**src/rtl/pm_host_driver_if.sv**
```systemverilog
// rtl/pm_host_driver_if.sv - host job/result channel between a stimulus source and pm_host_driver
interface pm_host_driver_if;
    logic       job_valid;
    logic       job_ready;
    logic [3:0] job_a0;
    logic [3:0] job_a1;
    logic [3:0] job_a2;
    logic       job_cin;
    logic       res_valid;
    logic       res_ready;
    logic [3:0] res_r0;
    logic [3:0] res_r1;
    logic [3:0] res_r2;

    modport master (
        output job_valid, job_a0, job_a1, job_a2, job_cin, res_ready,
        input  job_ready, res_valid, res_r0, res_r1, res_r2
    );

    modport slave (
        input  job_valid, job_a0, job_a1, job_a2, job_cin, res_ready,
        output job_ready, res_valid, res_r0, res_r1, res_r2
    );
endinterface

```
**src/rtl/pm_host_driver.sv**
```systemverilog
// rtl/pm_host_driver.sv - runs one clear/enable/settle/capture sequence on the processor per host job
module pm_host_driver #(
    parameter int RUN_CYCLES    = 8,
    parameter int CLR_CYCLES    = 1,
    parameter int SETTLE_CYCLES = 1
) (
    input  logic             clk,
    input  logic             reset,
    pm_host_driver_if.slave  host,
    output logic [3:0]       pm_m0,
    output logic [3:0]       pm_m1,
    output logic [3:0]       pm_m2,
    output logic             pm_cin,
    output logic             pm_en,
    output logic             pm_clr,
    input  logic [3:0]       pm_r0,
    input  logic [3:0]       pm_r1,
    input  logic [3:0]       pm_r2,
    output logic [7:0]       job_count,
    output logic             busy
);

    typedef enum logic [2:0] {
        IDLE    = 3'd0,
        CLEAR   = 3'd1,
        RUN     = 3'd2,
        SETTLE  = 3'd3,
        CAPTURE = 3'd4,
        HOLD    = 3'd5
    } state_t;

    state_t     state;
    logic [7:0] phase_cnt;
    logic       job_ready_q;
    logic       res_valid_q;
    logic [3:0] res_r0_q;
    logic [3:0] res_r1_q;
    logic [3:0] res_r2_q;

    assign host.job_ready = job_ready_q;
    assign host.res_valid = res_valid_q;
    assign host.res_r0    = res_r0_q;
    assign host.res_r1    = res_r1_q;
    assign host.res_r2    = res_r2_q;

    always_ff @(posedge clk or negedge reset) begin
        if (!reset) begin
            state       <= IDLE;
            phase_cnt   <= 8'd0;
            job_ready_q <= 1'b1;
            pm_m0       <= 4'd0;
            pm_m1       <= 4'd0;
            pm_m2       <= 4'd0;
            pm_cin      <= 1'b0;
            pm_en       <= 1'b0;
            pm_clr      <= 1'b0;
            res_valid_q <= 1'b0;
            res_r0_q    <= 4'd0;
            res_r1_q    <= 4'd0;
            res_r2_q    <= 4'd0;
            job_count   <= 8'd0;
            busy        <= 1'b0;
        end else begin
            case (state)
                IDLE: begin
                    if (host.job_valid && job_ready_q) begin
                        pm_m0       <= host.job_a0;
                        pm_m1       <= host.job_a1;
                        pm_m2       <= host.job_a2;
                        pm_cin      <= host.job_cin;
                        pm_clr      <= 1'b1;
                        job_ready_q <= 1'b0;
                        busy        <= 1'b1;
                        phase_cnt   <= 8'(CLR_CYCLES - 1);
                        state       <= CLEAR;
                    end
                end
                CLEAR: begin
                    if (phase_cnt == 8'd0) begin
                        pm_clr    <= 1'b0;
                        pm_en     <= 1'b1;
                        phase_cnt <= 8'(RUN_CYCLES - 1);
                        state     <= RUN;
                    end else begin
                        phase_cnt <= phase_cnt - 8'd1;
                    end
                end
                RUN: begin
                    if (phase_cnt == 8'd0) begin
                        pm_en <= 1'b0;
                        // A zero settle window goes straight to sampling.
                        if (SETTLE_CYCLES > 0) begin
                            phase_cnt <= 8'(SETTLE_CYCLES - 1);
                            state     <= SETTLE;
                        end else begin
                            state <= CAPTURE;
                        end
                    end else begin
                        phase_cnt <= phase_cnt - 8'd1;
                    end
                end
                SETTLE: begin
                    if (phase_cnt == 8'd0) begin
                        state <= CAPTURE;
                    end else begin
                        phase_cnt <= phase_cnt - 8'd1;
                    end
                end
                CAPTURE: begin
                    res_r0_q    <= pm_r0;
                    res_r1_q    <= pm_r1;
                    res_r2_q    <= pm_r2;
                    res_valid_q <= 1'b1;
                    job_count   <= job_count + 8'd1;
                    state       <= HOLD;
                end
                HOLD: begin
                    if (host.res_ready) begin
                        res_valid_q <= 1'b0;
                        job_ready_q <= 1'b1;
                        busy        <= 1'b0;
                        state       <= IDLE;
                    end
                end
                default: begin
                    pm_en       <= 1'b0;
                    pm_clr      <= 1'b0;
                    res_valid_q <= 1'b0;
                    job_ready_q <= 1'b1;
                    busy        <= 1'b0;
                    state       <= IDLE;
                end
            endcase
        end
    end

endmodule

```
**src/flat_wrapper.sv**
```systemverilog
// flat-port wrapper written by rule: the top's interface ports become plain ports
module pm_host_driver_flat 
#(
    parameter int RUN_CYCLES    = 8,
    parameter int CLR_CYCLES    = 1,
    parameter int SETTLE_CYCLES = 1
)
  (clk, reset, pm_m0, pm_m1, pm_m2, pm_cin, pm_en, pm_clr, pm_r0, pm_r1, pm_r2, job_count, busy, host_job_valid, host_job_a0, host_job_a1, host_job_a2, host_job_cin, host_res_ready, host_job_ready, host_res_valid, host_res_r0, host_res_r1, host_res_r2);
  pm_host_driver_if host_i ();
  input  logic clk;
  input  logic reset;
  output logic [3:0] pm_m0;
  output logic [3:0] pm_m1;
  output logic [3:0] pm_m2;
  output logic pm_cin;
  output logic pm_en;
  output logic pm_clr;
  input  logic [3:0] pm_r0;
  input  logic [3:0] pm_r1;
  input  logic [3:0] pm_r2;
  output logic [7:0] job_count;
  output logic busy;
  input wire logic [$bits(host_i.job_valid)-1:0] host_job_valid;
  input wire logic [$bits(host_i.job_a0)-1:0] host_job_a0;
  input wire logic [$bits(host_i.job_a1)-1:0] host_job_a1;
  input wire logic [$bits(host_i.job_a2)-1:0] host_job_a2;
  input wire logic [$bits(host_i.job_cin)-1:0] host_job_cin;
  input wire logic [$bits(host_i.res_ready)-1:0] host_res_ready;
  output wire logic [$bits(host_i.job_ready)-1:0] host_job_ready;
  output wire logic [$bits(host_i.res_valid)-1:0] host_res_valid;
  output wire logic [$bits(host_i.res_r0)-1:0] host_res_r0;
  output wire logic [$bits(host_i.res_r1)-1:0] host_res_r1;
  output wire logic [$bits(host_i.res_r2)-1:0] host_res_r2;
  assign host_i.job_valid = host_job_valid;
  assign host_i.job_a0 = host_job_a0;
  assign host_i.job_a1 = host_job_a1;
  assign host_i.job_a2 = host_job_a2;
  assign host_i.job_cin = host_job_cin;
  assign host_i.res_ready = host_res_ready;
  assign host_job_ready = host_i.job_ready;
  assign host_res_valid = host_i.res_valid;
  assign host_res_r0 = host_i.res_r0;
  assign host_res_r1 = host_i.res_r1;
  assign host_res_r2 = host_i.res_r2;
  pm_host_driver #(.RUN_CYCLES(RUN_CYCLES), .CLR_CYCLES(CLR_CYCLES), .SETTLE_CYCLES(SETTLE_CYCLES)) u_core (.clk(clk), .reset(reset), .host(host_i), .pm_m0(pm_m0), .pm_m1(pm_m1), .pm_m2(pm_m2), .pm_cin(pm_cin), .pm_en(pm_en), .pm_clr(pm_clr), .pm_r0(pm_r0), .pm_r1(pm_r1), .pm_r2(pm_r2), .job_count(job_count), .busy(busy));
endmodule
```
**config.mk**
```make
export PLATFORM = sky130hd
export DESIGN_NAME = pm_host_driver_flat
export DESIGN_NICKNAME = d
export VERILOG_FILES = /design/src/rtl/pm_host_driver_if.sv /design/src/rtl/pm_host_driver.sv /design/src/flat_wrapper.sv
export SDC_FILE = /design/constraint.sdc
export NUM_CORES = 1
export LEC_CHECK = 0
export BUFFER_PORTS_ARGS = -buffer_cell sky130_fd_sc_hd__buf_2
export CAP_MARGIN = 20
export CELL_PAD_IN_SITES_DETAIL_PLACEMENT = 0
export CELL_PAD_IN_SITES_GLOBAL_PLACEMENT = 1
export CORE_MARGIN = 3
export CORE_UTILIZATION = 39
export DETAILED_ROUTE_END_ITERATION = 6
export GPL_TIMING_DRIVEN = 1
export PLACE_DENSITY = 0.78
export SLEW_MARGIN = 10
export SYNTH_ARGS = -nofsm -noshare
export SYNTH_HDL_FRONTEND = slang
export SYNTH_SLANG_ARGS = --single-unit
```
**constraint.sdc**
```tcl
create_clock -name clk -period 2.4 [get_ports clk]
set_clock_uncertainty 0.2 [all_clocks]
set_input_delay 0.24 -clock clk [delete_from_list [all_inputs] [get_ports clk]]
set_output_delay 0.24 -clock clk [all_outputs]
set_load 0.05 [all_outputs]
```
==> impl_metrics.py <==
metrics = {
    "setup_path": {
        "crit_buf_inv": 1,
        "cp.depth": 6,
        "crit_path_cell_trace": "inv_1 > ha_1 > or4b_4 > o21ai_4 > nor3_1 > a311o_1",
        "arrival_ps": 2110,
        "endpoint_kind": "flip-flop",
        "critPathSlowestCell": "or4b_4",
        "cp.required_ps": 2380,
        "reg2reg_setup_slack_ps": 280,
        "crit_path_start_kind": "flip-flop",
        "crit_fanout": 5,
        "critPathMaxStageDelay_ps": 510,
        "rr_worst_depth": 6,
        "worstSetupPathType": "reg2reg",
        "cp_top_family": "simple AND/OR/NAND/NOR gates",
    },
    "hold_path": {
        "hold_class": "in2reg",
        "holdPathStages": 4,
    },
    "power": {
        "switching_share": 0.4939,
        "power_frac_seq": 0.356,
        "p_leak_uw": 0.001436,
        "internal-power_uw": 2011,
        "p_sw_uw": 1963,
        "peakVddDrop_mv": 0.5329,
        "p_comb_frac": 0.525,
        "p_per_area_nw_per_um2": 1310,
        "p_clk_frac": 0.119,
    },
    "yosys": {
        "synth-edff-count": 0,
        "synth-main-ff-cell": "dfrtp_1",
        "netlist_area_sq_um": 2238,
        "ys_warn_count": 0,
        "synthesis.nets": 223,
        "seq_area_frac_synth": 0.5484,
        "synth_cells": 191,
        "synth-seq-cells": 49,
        "synthArstFlopShare": 1.000,
        "synth_cell_type_count": 44,
        "syn_avg_cell_area_sq_um": 11.72,
    },
    "final_layout": {
        "mostFrequentLayoutCells": "buf_2 (66), dfrtp_1 (48), dlygate4sd3_1 (26)",
        "seq_area_sq_um": 1227,
        "nets": 324,
        "mostFrequentLayoutCell": "buf_2",
        "final_cells": 363,
        "nFillCells": 444,
        "area_growth_pct": 35.55,
        "multi_input_area_sq_um": 932.1,
        "drive_above_1_share": 0.3857,
        "diodes": 0,
    },
    "global_routing": {
        "grtUsageMet3": 0.04386,
        "grt-ovfl-total": 0,
        "grt.total_usage": 0.1635,
        "met2_usage": 0.2553,
        "use_met1": 0.2221,
        "antenna_found_initial": 0,
        "grt_pass1_wl_mm": 8.542,
        "busiest_layer": "met2",
        "grt_max_degree": 35,
        "grt_pass1_vias": 1792,
    },
    "routing": {
        "antenna_left": 0,
        "drc": 0,
        "viasPerCell": 5.028,
        "wl_mm": 5.135,
        "drt-pass1-iter-count": 4,
        "first_iter_violations": 59,
        "wl_per_cell_um": 14.15,
        "num_vias": 1825,
    },
    "timing": {
        "period_share": 0.8846,
        "fin_crit_ps": 2123,
        "finalSetupViolCount": 0,
        "worst_pin_slew_ps": 740.7,
        "slew_headroom": 0.5062,
        "rsz0062_at_grt": "false",
        "fmax_mhz": 471.0,
        "fin_ws_ps": 276.9,
        "tns_ps": 0,
        "final_hold_viol_count": 0,
        "drv_slew": 0,
    },
    "floorplan": {
        "start_util": 0.4196,
        "core_area_sq_um": 5335,
        "pin_count": 67,
        "dieArea_sq_um": 6685,
        "row_count": 26,
        "die_y_um": 81.76,
        "fp.dieW_um": 81.76,
    },
    "outcome": {
        "status": "complete, no violations",
    },
    "clock_network": {
        "clock-sinks": 49,
        "clk_latency_ps": 300,
        "cts_tree": "done",
        "clkTransAtPathRegs_ps": 90,
        "cts_max_path_buffers": 2,
        "htree_levels": 2,
        "cts_made_buffers": 5,
        "root_buffer": "clkbuf_8",
    },
    "place": {
        "dp_hpwl_mm": 3.588,
        "dpl.cell_count": 329,
        "place_congestion": 0.7615,
        "numPortBuffers": 66,
        "place_ws_ps": 303.4,
    },
    "job": {
        "maxCapViolCount": 0,
    },
}
## worst reg2reg max path, stage by stage (launching register included)
cell,delay (ps)
dfrtp_1,420
inv_1,100
ha_1,170
or4b_4,510
o21ai_4,210
nor3_1,70
a311o_1,310
## kinds of logic after synthesis
group,share of synthesized area
compound gates,0.1168
flops,0.5484
buf+inv,0.03521
xor+xnor,0.03130
simple gates,0.1207
fa+ha+maj,0.01677
mux,0.1308
## per-stage QoR
| stage | power [uW] | instance area (sq um) | utilization | hold slack, ps |
|---|---|---|---|---|
| floorplan | 2962 | 2238 | - | -255.6 |
| global placement | 3445 | 2686 | 0.5035 | 141.2 |
| detailed placement | 3478 | 2686 | 0.5035 | 141.0 |
| CTS | 3991 | 3034 | 0.5687 | 71.19 |
| global route | 4241 | 3034 | 0.5687 | 147.8 |
| finish | 3973 | 3034 | 0.5687 | 82.31 |
## flip-flops by register name, indices dropped and copies added, names as in the netlist, 3 cells and up
name / count
u_core.host.res_r1: 4
u_core.pm_m1: 4
u_core.job_count: 8
u_core.host.res_r0: 4
u_core.pm_m0: 4
u_core.phase_cnt: 8
u_core.pm_m2: 4
u_core.host.res_r2: 4
u_core.state: 3
## synth_stat cells, types with 4 or more instances
| cell type | n | area [sq um] |
|---|---|---|
| dfrtp_1 | 48 | 1201 |
| nand3_1 | 4 | 20.02 |
| a21oi_1 | 7 | 35.03 |
| nor2_1 | 8 | 30.03 |
| inv_1 | 11 | 41.29 |
| mux2_2 | 25 | 281.5 |
| nor3_1 | 5 | 25.02 |
| o21ai_0 | 6 | 30.03 |
| xnor2_1 | 5 | 43.79 |
| nand2_1 | 15 | 56.30 |
## power by group through the flow
| stage | Sequential [uW] | Clock, uW | Combinational, uW |
|---|---|---|---|
| after floorplan | 2130 | 0 | 836 |
| after global placement | 1420 | 0 | 2030 |
| after detailed placement | 1420 | 0 | 2050 |
| after CTS | 1410 | 493 | 2090 |
| after global routing | 1460 | 536 | 2240 |
| final | 1410 | 473 | 2090 |
## cell type report
cell class	count	share of cell area
clock buffers	6	0.02392
inverters	11	0.01361
flip-flops and latches	49	0.4045
clock inverters	2	0.004948
repair buffers	101	0.2169
well taps	70	0.02887
multi-input cells	124	0.3072
## repair_timing
item	CTS	global route
buffers inserted	0	0
endpoints found under the hold margin	56	0
gates resized for setup	0	0
hold buffers	26	0
## metal layers
| metal | part of all wire | vias to the layer above |
|---|---|---|
| met4 | 0.011 | 0 |
| met1 | 0.48 | 871 |
| met5 | 0 | - |
| met3 | 0.070 | 6 |
| met2 | 0.44 | 57 |
| li1 | - | 891 |
## path summary, 6_finish.rpt
| path | startpoint | to |
|---|---|---|
| max | u_core.phase_cnt[0] | u_core.phase_cnt[6] |
| min | host_job_valid | u_core.host.job_ready |
| max reg2reg | u_core.phase_cnt[0] | u_core.phase_cnt[6] |
| min reg2reg | u_core.job_count[7] | u_core.job_count[7] |
| max in group asynchronous | reset | u_core.job_count[1] |
| min in group asynchronous | reset | u_core.job_count[5] |
Power figures use the tool's default switching activity.
